--- config.mk ---
export PLATFORM = sky130hd
export DESIGN_NAME = alu_exec
export DESIGN_NICKNAME = d
export VERILOG_FILES = /design/src/rtl/alu_exec.sv
export SDC_FILE = /design/constraint.sdc
export NUM_CORES = 1
export LEC_CHECK = 0
export ABC_AREA = 1
export CAP_MARGIN = 5
export CORE_ASPECT_RATIO = 1.4
export CORE_MARGIN = 2
export CORE_UTILIZATION = 35
export DETAILED_ROUTE_END_ITERATION = 12
export HOLD_SLACK_MARGIN = 0.05
export PLACE_DENSITY = 0.52
export SLEW_MARGIN = 20
export SYNTH_ARGS = -nofsm -noshare
export SYNTH_HDL_FRONTEND = slang
export SYNTH_SLANG_ARGS = --single-unit
export TNS_END_PERCENT = 50
--- constraint.sdc ---
create_clock -name CLK -period 2.4 [get_ports CLK]
set_clock_uncertainty 0.2 [all_clocks]
set_input_delay 0.36 -clock CLK [delete_from_list [all_inputs] [get_ports CLK]]
set_output_delay 0.36 -clock CLK [all_outputs]
set_load 0.05 [all_outputs]
--- src/rtl/alu_exec.sv ---
// alu_exec: 16-bit execute unit with a valid/ready handshake on each side.
// Logic ops and add/sub finish in one cycle. Shifts move SHIFT_STEP bits per
// BUSY cycle. MUL is an optional 16-cycle unsigned shift-add multiplier.
// Build option: define ALU_EXEC_MUL_EN to include the multiplier. Without it,
// op 111 completes in one cycle with result 0 and flag_z set.
module alu_exec #(
    parameter int SHIFT_STEP = 1    // bits shifted per BUSY cycle: 1, 2 or 4
) (
    input  logic        CLK,
    input  logic        RST,
    input  logic        in_valid,
    output logic        in_ready,
    input  logic [2:0]  op,
    input  logic [15:0] a,
    input  logic [15:0] b,
    output logic        out_valid,
    input  logic        out_ready,
    output logic [15:0] result,
    output logic        flag_z,
    output logic        flag_n,
    output logic        flag_c,
    output logic        flag_v
);

    localparam logic [2:0] OP_ADD = 3'b000;
    localparam logic [2:0] OP_SUB = 3'b001;
    localparam logic [2:0] OP_AND = 3'b010;
    localparam logic [2:0] OP_OR  = 3'b011;
    localparam logic [2:0] OP_XOR = 3'b100;
    localparam logic [2:0] OP_SHL = 3'b101;
    localparam logic [2:0] OP_SRA = 3'b110;
`ifdef ALU_EXEC_MUL_EN
    localparam logic [2:0] OP_MUL = 3'b111;
`endif

    typedef enum logic [1:0] {
        IDLE = 2'd0,
        BUSY = 2'd1,
        DONE = 2'd2
    } state_t;

    state_t      state_reg, state_next;
    logic [2:0]  op_reg, op_next;
    logic [15:0] work_reg, work_next;      // partially shifted operand
    logic [4:0]  cnt_reg, cnt_next;        // remaining shift bits or MUL iterations
    logic [15:0] result_reg, result_next;
    logic        flag_z_reg, flag_z_next;
    logic        flag_n_reg, flag_n_next;
    logic        flag_c_reg, flag_c_next;
    logic        flag_v_reg, flag_v_next;

`ifdef ALU_EXEC_MUL_EN
    logic [31:0] mcand_reg, mcand_next;    // multiplicand, shifted left each step
    logic [15:0] mplier_reg, mplier_next;  // multiplier, shifted right each step
    logic [31:0] prod_reg, prod_next;      // running partial product
`endif

    // Values written into result/flags on the edge that enters DONE
    logic        load_result;
    logic [15:0] res_calc;
    logic        c_calc;
    logic        v_calc;
    logic [16:0] sum17;

    // Shift stage: one candidate per possible step size, selected by step_amt.
    // The last step is clipped so the total never exceeds the requested amount.
    logic [4:0]  step_amt;
    logic [15:0] shl_cand  [SHIFT_STEP:1];
    logic [15:0] sra_cand  [SHIFT_STEP:1];
    logic        cout_cand [SHIFT_STEP:1];
    logic [15:0] shl_sel;
    logic [15:0] sra_sel;
    logic        shl_out;

    assign step_amt = (cnt_reg < 5'(SHIFT_STEP)) ? cnt_reg : 5'(SHIFT_STEP);

    generate
        for (genvar gi = 1; gi <= SHIFT_STEP; gi++) begin : g_shift
            assign shl_cand[gi]  = work_reg << gi;
            assign sra_cand[gi]  = 16'($signed(work_reg) >>> gi);
            assign cout_cand[gi] = work_reg[16-gi];  // last bit pushed out by SHL
        end
    endgenerate

    // Pick the shift candidate that matches this cycle's step size
    always_comb begin
        shl_sel = work_reg;
        sra_sel = work_reg;
        shl_out = 1'b0;
        for (int i = 1; i <= SHIFT_STEP; i++) begin
            if (step_amt == 5'(i)) begin
                shl_sel = shl_cand[i];
                sra_sel = sra_cand[i];
                shl_out = cout_cand[i];
            end
        end
    end

    // Next-state, datapath next values and handshake outputs
    always_comb begin
        state_next  = state_reg;
        op_next     = op_reg;
        work_next   = work_reg;
        cnt_next    = cnt_reg;
        result_next = result_reg;
        flag_z_next = flag_z_reg;
        flag_n_next = flag_n_reg;
        flag_c_next = flag_c_reg;
        flag_v_next = flag_v_reg;
`ifdef ALU_EXEC_MUL_EN
        mcand_next  = mcand_reg;
        mplier_next = mplier_reg;
        prod_next   = prod_reg;
`endif
        load_result = 1'b0;
        res_calc    = 16'h0000;
        c_calc      = 1'b0;
        v_calc      = 1'b0;
        sum17       = 17'h00000;
        in_ready    = 1'b0;
        out_valid   = 1'b0;

        case (state_reg)
            IDLE: begin
                in_ready = 1'b1;
                if (in_valid) begin
                    op_next = op;
                    case (op)
                        OP_ADD: begin
                            sum17       = {1'b0, a} + {1'b0, b};
                            res_calc    = sum17[15:0];
                            c_calc      = sum17[16];
                            v_calc      = (a[15] == b[15]) && (sum17[15] != a[15]);
                            load_result = 1'b1;
                            state_next  = DONE;
                        end
                        OP_SUB: begin
                            // carry = 1 means no borrow
                            sum17       = {1'b0, a} + {1'b0, ~b} + 17'd1;
                            res_calc    = sum17[15:0];
                            c_calc      = sum17[16];
                            v_calc      = (a[15] != b[15]) && (sum17[15] != a[15]);
                            load_result = 1'b1;
                            state_next  = DONE;
                        end
                        OP_AND: begin
                            res_calc    = a & b;
                            load_result = 1'b1;
                            state_next  = DONE;
                        end
                        OP_OR: begin
                            res_calc    = a | b;
                            load_result = 1'b1;
                            state_next  = DONE;
                        end
                        OP_XOR: begin
                            res_calc    = a ^ b;
                            load_result = 1'b1;
                            state_next  = DONE;
                        end
                        OP_SHL, OP_SRA: begin
                            if (b[3:0] == 4'd0) begin
                                res_calc    = a;
                                load_result = 1'b1;
                                state_next  = DONE;
                            end else begin
                                work_next  = a;
                                cnt_next   = {1'b0, b[3:0]};
                                state_next = BUSY;
                            end
                        end
                        default: begin
`ifdef ALU_EXEC_MUL_EN
                            mcand_next  = {16'h0000, a};
                            mplier_next = b;
                            prod_next   = 32'h0000_0000;
                            cnt_next    = 5'd16;
                            state_next  = BUSY;
`else
                            res_calc    = 16'h0000;
                            load_result = 1'b1;
                            state_next  = DONE;
`endif
                        end
                    endcase
                end
            end
            BUSY: begin
`ifdef ALU_EXEC_MUL_EN
                if (op_reg == OP_MUL) begin
                    if (mplier_reg[0]) begin
                        prod_next = prod_reg + mcand_reg;
                    end
                    mcand_next  = {mcand_reg[30:0], 1'b0};
                    mplier_next = {1'b0, mplier_reg[15:1]};
                    cnt_next    = cnt_reg - 5'd1;
                    if (cnt_reg == 5'd1) begin
                        res_calc    = prod_next[15:0];
                        c_calc      = |prod_next[31:16];
                        load_result = 1'b1;
                        state_next  = DONE;
                    end
                end else
`endif
                begin
                    work_next = (op_reg == OP_SHL) ? shl_sel : sra_sel;
                    cnt_next  = cnt_reg - step_amt;
                    if (cnt_next == 5'd0) begin
                        res_calc    = work_next;
                        c_calc      = (op_reg == OP_SHL) ? shl_out : 1'b0;
                        load_result = 1'b1;
                        state_next  = DONE;
                    end
                end
            end
            DONE: begin
                out_valid = 1'b1;
                if (out_ready) begin
                    state_next = IDLE;
                end
            end
            default: begin
                state_next = IDLE;
            end
        endcase

        if (load_result) begin
            result_next = res_calc;
            flag_z_next = (res_calc == 16'h0000);
            flag_n_next = res_calc[15];
            flag_c_next = c_calc;
            flag_v_next = v_calc;
        end
    end

    // FSM state register; reset aborts any operation in flight
    always_ff @(posedge CLK or posedge RST) begin
        if (RST) begin
            state_reg <= IDLE;
        end else begin
            state_reg <= state_next;
        end
    end

    // Captured operands, iteration state and the registered result/flags
    always_ff @(posedge CLK or posedge RST) begin
        if (RST) begin
            op_reg     <= 3'b000;
            work_reg   <= 16'h0000;
            cnt_reg    <= 5'd0;
            result_reg <= 16'h0000;
            flag_z_reg <= 1'b0;
            flag_n_reg <= 1'b0;
            flag_c_reg <= 1'b0;
            flag_v_reg <= 1'b0;
        end else begin
            op_reg     <= op_next;
            work_reg   <= work_next;
            cnt_reg    <= cnt_next;
            result_reg <= result_next;
            flag_z_reg <= flag_z_next;
            flag_n_reg <= flag_n_next;
            flag_c_reg <= flag_c_next;
            flag_v_reg <= flag_v_next;
        end
    end

`ifdef ALU_EXEC_MUL_EN
    // Shift-add multiplier registers
    always_ff @(posedge CLK or posedge RST) begin
        if (RST) begin
            mcand_reg  <= 32'h0000_0000;
            mplier_reg <= 16'h0000;
            prod_reg   <= 32'h0000_0000;
        end else begin
            mcand_reg  <= mcand_next;
            mplier_reg <= mplier_next;
            prod_reg   <= prod_next;
        end
    end
`endif

    assign result = result_reg;
    assign flag_z = flag_z_reg;
    assign flag_n = flag_n_reg;
    assign flag_c = flag_c_reg;
    assign flag_v = flag_v_reg;

endmodule

==> results of run 1 <==
==> kinds of logic after synthesis <==
group	synth area share, %
AO/OA/AOI/OAI	14.86
XOR/XNOR	0.1572
adder cells (fa/ha/maj)	12.39
buffers and inverters	13.00
flip-flops	20.21
AND/OR/NAND/NOR	39.38
==> placed cells by master, fill, tap and decap left out, types with 3 or more instances in the layout <==
cell,instances
nand3_2,20
o221ai_1,5
nor2_1,57
nand2_2,45
clkbuf_16,5
nor2_2,23
a22oi_1,5
nor3_4,4
nand2_1,215
nand2_4,4
dlymetal6s2s_1,6
buf_2,4
dlygate4sd2_1,13
o22ai_1,10
clkdlybuf4s15_1,3
a21oi_1,35
o21ai_0,30
clkdlybuf4s50_1,31
inv_1,104
ha_4,15
buf_12,4
buf_6,9
buf_4,209
ha_1,35
dfrtp_1,44
a21oi_2,20
clkbuf_2,4
nand3_1,98
nand4_1,17
a31oi_1,4
nand3_4,5
o21ai_1,6
inv_2,41
nor2_4,16
a211oi_1,7
o211ai_1,10
==> repair_timing <==
action | 4_1_cts | 5_1_grt
pin swaps | 55 | 37
setup endpoints to repair | 15 | 16
endpoints found under the hold margin | 0 | 0
gates resized for setup | 187 | 82
buffers inserted | 19 | 6
cloned | 0 | 0
==> worst reg2reg max path, cell delays in order, from the launching register on <==
cell and delay, ns:
dfrtp_2 0.44, nor2_4 0.14, nand2_2 0.08, nand2_4 0.07
buf_4 0.11, ha_1 0.16, nand3_1 0.09, nor2_2 0.16
nand3_2 0.10, nand2_2 0.09, inv_2 0.05, nor2_4 0.10
nand3_2 0.07, nor2_2 0.12, nand3_2 0.07, nor2_1 0.10
nand3_1 0.07, nand2_1 0.06
==> power by group <==
group          total [mW]  internal (mW)  switching [mW]  leakage [nW]
clock               0.708          0.388           0.319        0.0702
sequential           1.38           1.11           0.272         0.546
combinational        4.41           1.77            2.64          3.99
total                6.50           3.26            3.23          4.60
==> area by class of cell <==
| class | instances | area [um2] | share of cell area, % |
|---|---|---|---|
| inverters | 146 | 548.0 | 6.195 |
| well taps | 196 | 245.2 | 2.772 |
| multi-input cells | 703 | 4444 | 50.24 |
| flip-flops and latches | 45 | 1127 | 12.74 |
| clock buffers | 5 | 125.1 | 1.414 |
| clock inverters | 3 | 21.27 | 0.2405 |
| repair buffers | 284 | 2335 | 26.39 |
==> stage by stage <==
stage          worst slack, ns  utilization (%)  power [mW]  hold slack (ns)
6_report               0.04571            56.68       6.499           0.2018
5_1_grt                -0.1255            56.68       7.003           0.2558
3_5_place_dp           -0.7542            49.84       5.290           0.2701
4_1_cts               -0.02825            55.24       6.367           0.2273
2_1_floorplan          0.08209                -       3.718           0.2463
3_3_place_gp           -0.7921            49.84       5.279           0.2651
==> worst max-delay path by stage <==
stage                             start                  to  slack, ns  cells after the start
6_report         cnt_reg[1]$_DFFE_PP0P_  flag_z$_DFFE_PP0P_       0.05                     17
5_1_grt          cnt_reg[4]$_DFFE_PP0P_  flag_z$_DFFE_PP0P_      -0.13                     19
4_1_cts          cnt_reg[2]$_DFFE_PP0P_  flag_z$_DFFE_PP0P_      -0.03                     19
3_5_place_dp                       b[4]  flag_z$_DFFE_PP0P_      -0.75                     17
3_3_place_gp                       b[4]  flag_z$_DFFE_PP0P_      -0.79                     17
2_1_floorplan  state_reg[0]$_DFFE_PP0P_  flag_z$_DFFE_PP0P_       0.08                     11
==> per-layer routing <==
layer / track usage [%] / routed length, um / up-vias
li1: - / - / 3522
met1: 31.75 / 9206 / 3231
met2: 46.71 / 11310 / 184
met3: 1.745 / 853 / 48
met4: 11.55 / 925 / 0
met5: 0 / 0 / -
==> flow_summary.toml, run 1 <==
[outcome]
outcome = "finished clean"

[cts]
cts_tree = "done"
cts_root_buf = "clkbuf_16"
path_clk_slew_ns = 0.07
cts_made_buffers = 5
clk_path_buf_depth = 2
cts_sinks = 45
insertion_delay_ns = 0.30
htreeDepth = 2
cts_hold_repair.buffers = 0

[worst_setup_path]
r2r-start = "cnt_reg[1]$_DFFE_PP0P_"
path_cells = "nor2_4 -> nand2_2 -> nand2_4 -> buf_4 -> ha_1 -> nand3_1 -> nor2_2 -> nand3_2 -> nand2_2 -> inv_2 -> nor2_4 -> nand3_2 -> nor2_2 -> nand3_2 -> nor2_1 -> nand3_1 -> nand2_1"
arrival_ns = 2.39
cp_num_buf_inv = 2
start_kind = "flip-flop"
crit_top_cell = "nand3_2"
worst_setup_path_end_kind = "flip-flop"
cpLargestDelayFamily = "simple AND/OR/NAND/NOR gates"
worstSetupPathType = "reg2reg"
r2r_slack_ns = 0.05
crit_fanout = 3
max_stage_delay_ns = 0.44
critPathRequiredTime_ns = 2.44
cp_slowest_cell = "dfrtp_2"
reg2regPathDepth = 17
regToRegEndpoint = "flag_z$_DFFE_PP0P_"

[drt]
drc = 0
drtIter0Drc = 430
firstDrtPassIters = 5
vias = 6985
routedWlPerCell_um = 16.14
wirelength_mm = 22.30
ant_nets = 0
via_per_inst = 5.054

[sta]
fin_crit_ns = 2.354
setup-violations-final = 0
finalHoldViolations = 0
rsz0062_at_grt = "true"
slew_headroom_pct = 63.83
finalMaxSlewViolations = 0
fmax_ghz = 0.4248
setup_tns_ns = 0
fin_crit_sh_pct = 98.10
worst_slew_pin_slew_ns = 0.5409

[yosys]
synth-seq-area-share_pct = 20.21
synthFlopType = "dfrtp_1"
synth_edf_count = 0
yosysUniqueCellTypes = 39
ys_seq_elements = 45
async_reset_ff_share_pct = 100.0
netlist_instances = 925
syn_area_um2 = 5573
syn-num-nets = 1018
synth_most_common_cell = "nand2_1"
synth_common_cells = "nand2_1 (259), inv_1 (138), nand3_1 (120)"
synth_area_leader_cell = "dfrtp_1"
yosysWarnings = 0
synthTopCellsByArea = "dfrtp_1 (20%), nand2_1 (17%), ha_1 (12%)"
syn_avg_cell_area_um2 = 6.025
synth_top_cell_area_share_pct = 20.21

[final_layout]
diodes = 0
fillers = 1593
fin_cells = 1382
syn_to_final_growth_pct = 58.73
layout-drive-gt1-share_pct = 37.10
nNetsFinal = 1278
stdcell_area_um2 = 8846

[die]
core_area_um2 = 15610
ioPinCount = 61
die_x_um = 110.6
num_rows = 54
initial_core_util_pct = 35.71
dieHeight_um = 153.3
die_area_um2 = 16960

[placement]
portBuffers = 60
gp_congestion = 0.9878
dp.cells = 1350
dp_hpwl_mm = 17.99
placed_cell_area_um2 = 7779

[hold_path]
min_path_type = "in2async"

[power_and_ir_drop]
ir_drop_uv = 881.3
p_leak_nw = 4.604
p_per_area_nw_per_um2 = 734.6

[grt]
grt_usage_pct = 26.00
grt-ovfl-total = 0
first_global_vias = 6866
grt_pass1_wl_mm = 35.60
antenna_found_initial = 0
grt_max_degree = 29

[run]
max_cap_violations = 0
No activity file was read; power rests on OpenSTA's default activity.
==> inputs of run 2 (changes only) <==
--- a/config.mk
+++ b/config.mk
@@ -6,10 +6,11 @@
 export NUM_CORES = 1
 export LEC_CHECK = 0
 export ABC_AREA = 1
-export CAP_MARGIN = 5
+export CAP_MARGIN = 10
 export CORE_ASPECT_RATIO = 1.4
 export CORE_MARGIN = 2
 export CORE_UTILIZATION = 35
+export CTS_BUF_LIST = sky130_fd_sc_hd__clkbuf_8 sky130_fd_sc_hd__clkbuf_16
 export DETAILED_ROUTE_END_ITERATION = 12
 export HOLD_SLACK_MARGIN = 0.05
 export PLACE_DENSITY = 0.52
==> results of run 2 <==
The final DEF is identical to that of run 1; final timing and power are the same.
==> inputs of run 3 (changes only) <==
--- a/config.mk
+++ b/config.mk
@@ -12,8 +12,9 @@
 export CORE_UTILIZATION = 35
 export CTS_BUF_LIST = sky130_fd_sc_hd__clkbuf_8 sky130_fd_sc_hd__clkbuf_16
 export DETAILED_ROUTE_END_ITERATION = 12
+export DONT_BUFFER_PORTS = 1
 export HOLD_SLACK_MARGIN = 0.05
-export PLACE_DENSITY = 0.52
+export PLACE_DENSITY = 0.47
 export SLEW_MARGIN = 20
 export SYNTH_ARGS = -nofsm -noshare
 export SYNTH_HDL_FRONTEND = slang
==> flow_summary.toml, run 3 (synthesized netlist as in run 1, its figures left out) <==
[worst_setup_path]
worstSetupPathType = "reg2reg"
worst_setup_path_end_kind = "flip-flop"
reg2regPathDepth = 17
regToRegEndpoint = "flag_z$_DFFE_PP0P_"
r2r_slack_ns = 0.06
r2r-start = "cnt_reg[3]$_DFFE_PP0P_"
critPathRequiredTime_ns = 2.39
start_kind = "flip-flop"
crit_fanout = 6
arrival_ns = 2.33

[final_layout]
diodes = 0
syn_to_final_growth_pct = 27.64
fillers = 1729
layout_common_cells = "nand2_1 (245), buf_4 (139), inv_1 (135), nand3_1 (115), nor2_1 (78)"
fin_cells = 1243
layout-drive-gt1-share_pct = 20.63
postLayoutCoreUtil_pct = 45.57
nNetsFinal = 1139
final_common_cell = "nand2_1"

[sta]
finalMaxSlewViolations = 0
slew_headroom_pct = 58.73
fin_crit_ns = 2.345
fin_ws_ns = 0.05545
fin_hold_ws_ns = 0.05527
rsz0062_at_grt = "true"
finalHoldViolations = 0
fin_crit_sh_pct = 97.69
setup-violations-final = 0
fmax_ghz = 0.4265
worst_slew_pin_slew_ns = 0.6190

[hold_path]
min_path_type = "in2reg"
hold_depth = 2
whs_endpoint = "work_reg[8]$_DFFE_PP0P_"
hp-start = "a[8]"

[run]
max_cap_violations = 0

[cts]
cts_made_buffers = 5
cts_sinks = 45
insertion_delay_ns = 0.29
htreeDepth = 2
path_clk_slew_ns = 0.07
clk_path_buf_depth = 2
cts_root_buf = "clkbuf_16"
cts_tree = "done"

[placement]
gp_congestion = 0.9227
dp.cells = 1223
portBuffers = 0
place_ws_ns = -0.3266
dp_hpwl_mm = 17.11

[die]
die_x_um = 110.6
ioPinCount = 61
num_rows = 54
die_area_um2 = 16960
dieHeight_um = 153.3
core_area_um2 = 15610
initial_core_util_pct = 35.71

[drt]
drtIter0Drc = 377
ant_nets = 0
routedWlPerCell_um = 16.98
drc = 0
via_per_inst = 5.148
vias = 6399
wirelength_mm = 21.11
firstDrtPassIters = 5

[power_and_ir_drop]
p_per_area_nw_per_um2 = 850.5
p_sw_mw = 3.087
p_int_mw = 2.963
power.share.clock_pct = 13.8
pwr-share-seq_pct = 29.8
ir_drop_uv = 667.6
p_leak_nw = 3.842
pwr-share-comb_pct = 56.4
switching_share_pct = 51.02

[grt]
antenna_found_initial = 0
grt-ovfl-total = 0
grt_max_degree = 46
grt_pass1_wl_mm = 33.51
grt_usage_pct = 24.67
first_global_vias = 6379

[outcome]
outcome = "finished clean"
run 3: layer usage:
layer	GRT usage (%)	up-vias	routed length (um)
met1	30.49	2989	8929
met2	45.34	135	10910
met4	8.095	0	620
met3	1.586	30	650
li1	-	3245	-
met5	0	-	0
run 3: repair_timing:
action | CTS | global route
buffers inserted | 3 | 5
pin swaps | 8 | 17
gates resized for setup | 15 | 37
hold endpoints to repair | 49 | 0
cloned | 0 | 0
endpoints found under the setup margin | 1 | 6
hold buffers | 5 | 0
run 3: power groups by stage:
stage	Clock (mW)	Combinational, mW	Sequential [mW]
6_report	0.835	3.41	1.80
5_1_grt	0.876	3.80	1.85
4_1_cts	0.849	3.14	1.80
3_5_place_dp	0	3.01	1.82
3_3_place_gp	0	3.02	1.81
2_1_floorplan	0	1.94	1.78
run 3: worst max-delay path by stage:
stage | from | endpoint | slack, ns | cells after the start
6_report | cnt_reg[3]$_DFFE_PP0P_ | flag_z$_DFFE_PP0P_ | 0.06 | 17
5_1_grt | cnt_reg[3]$_DFFE_PP0P_ | flag_z$_DFFE_PP0P_ | -0.1 | 17
4_1_cts | cnt_reg[4]$_DFFE_PP0P_ | flag_z$_DFFE_PP0P_ | 0.002 | 15
3_5_place_dp | a[0] | flag_z$_DFFE_PP0P_ | -0.33 | 16
3_3_place_gp | a[0] | flag_z$_DFFE_PP0P_ | -0.37 | 16
2_1_floorplan | state_reg[0]$_DFFE_PP0P_ | flag_z$_DFFE_PP0P_ | 0.08 | 11
run 3: critical path, cell delays in order (launching register included):
cell,delay [ns]
dfrtp_1,0.41
nor2_4,0.13
nand2_2,0.06
nand2_2,0.09
ha_4,0.16
nor2_4,0.05
nand2_2,0.10
nand2_2,0.08
nor2_4,0.08
nand2_2,0.07
nor2_4,0.18
buf_6,0.16
buf_4,0.13
nand2_1,0.09
nand2_1,0.09
nor2_1,0.05
nand3_1,0.07
nand2_1,0.05
run 3: final cells by class:
class                           count  area, um2  area share (%)
Multi-Input combinational cell    703       3909           54.95
Sequential cell                    45       1126           15.83
Timing Repair Buffer              145       1105           15.53
Inverter                          146      551.8           7.757
Tap cell                          196      245.2           3.448
Clock buffer                        6      138.9           1.953
Clock inverter                      2      37.54          0.5277
run 3: metrics by stage:
stage | setup TNS [ns] | cell area, um2 | power (mW)
after floorplan | 0 | 5573 | 3.718
after global placement | -1.161 | 6640 | 4.833
after detailed placement | -1.357 | 6640 | 4.824
after CTS | 0 | 6932 | 5.796
after global routing | -0.1076 | 7113 | 6.528
final | 0 | 7113 | 6.050
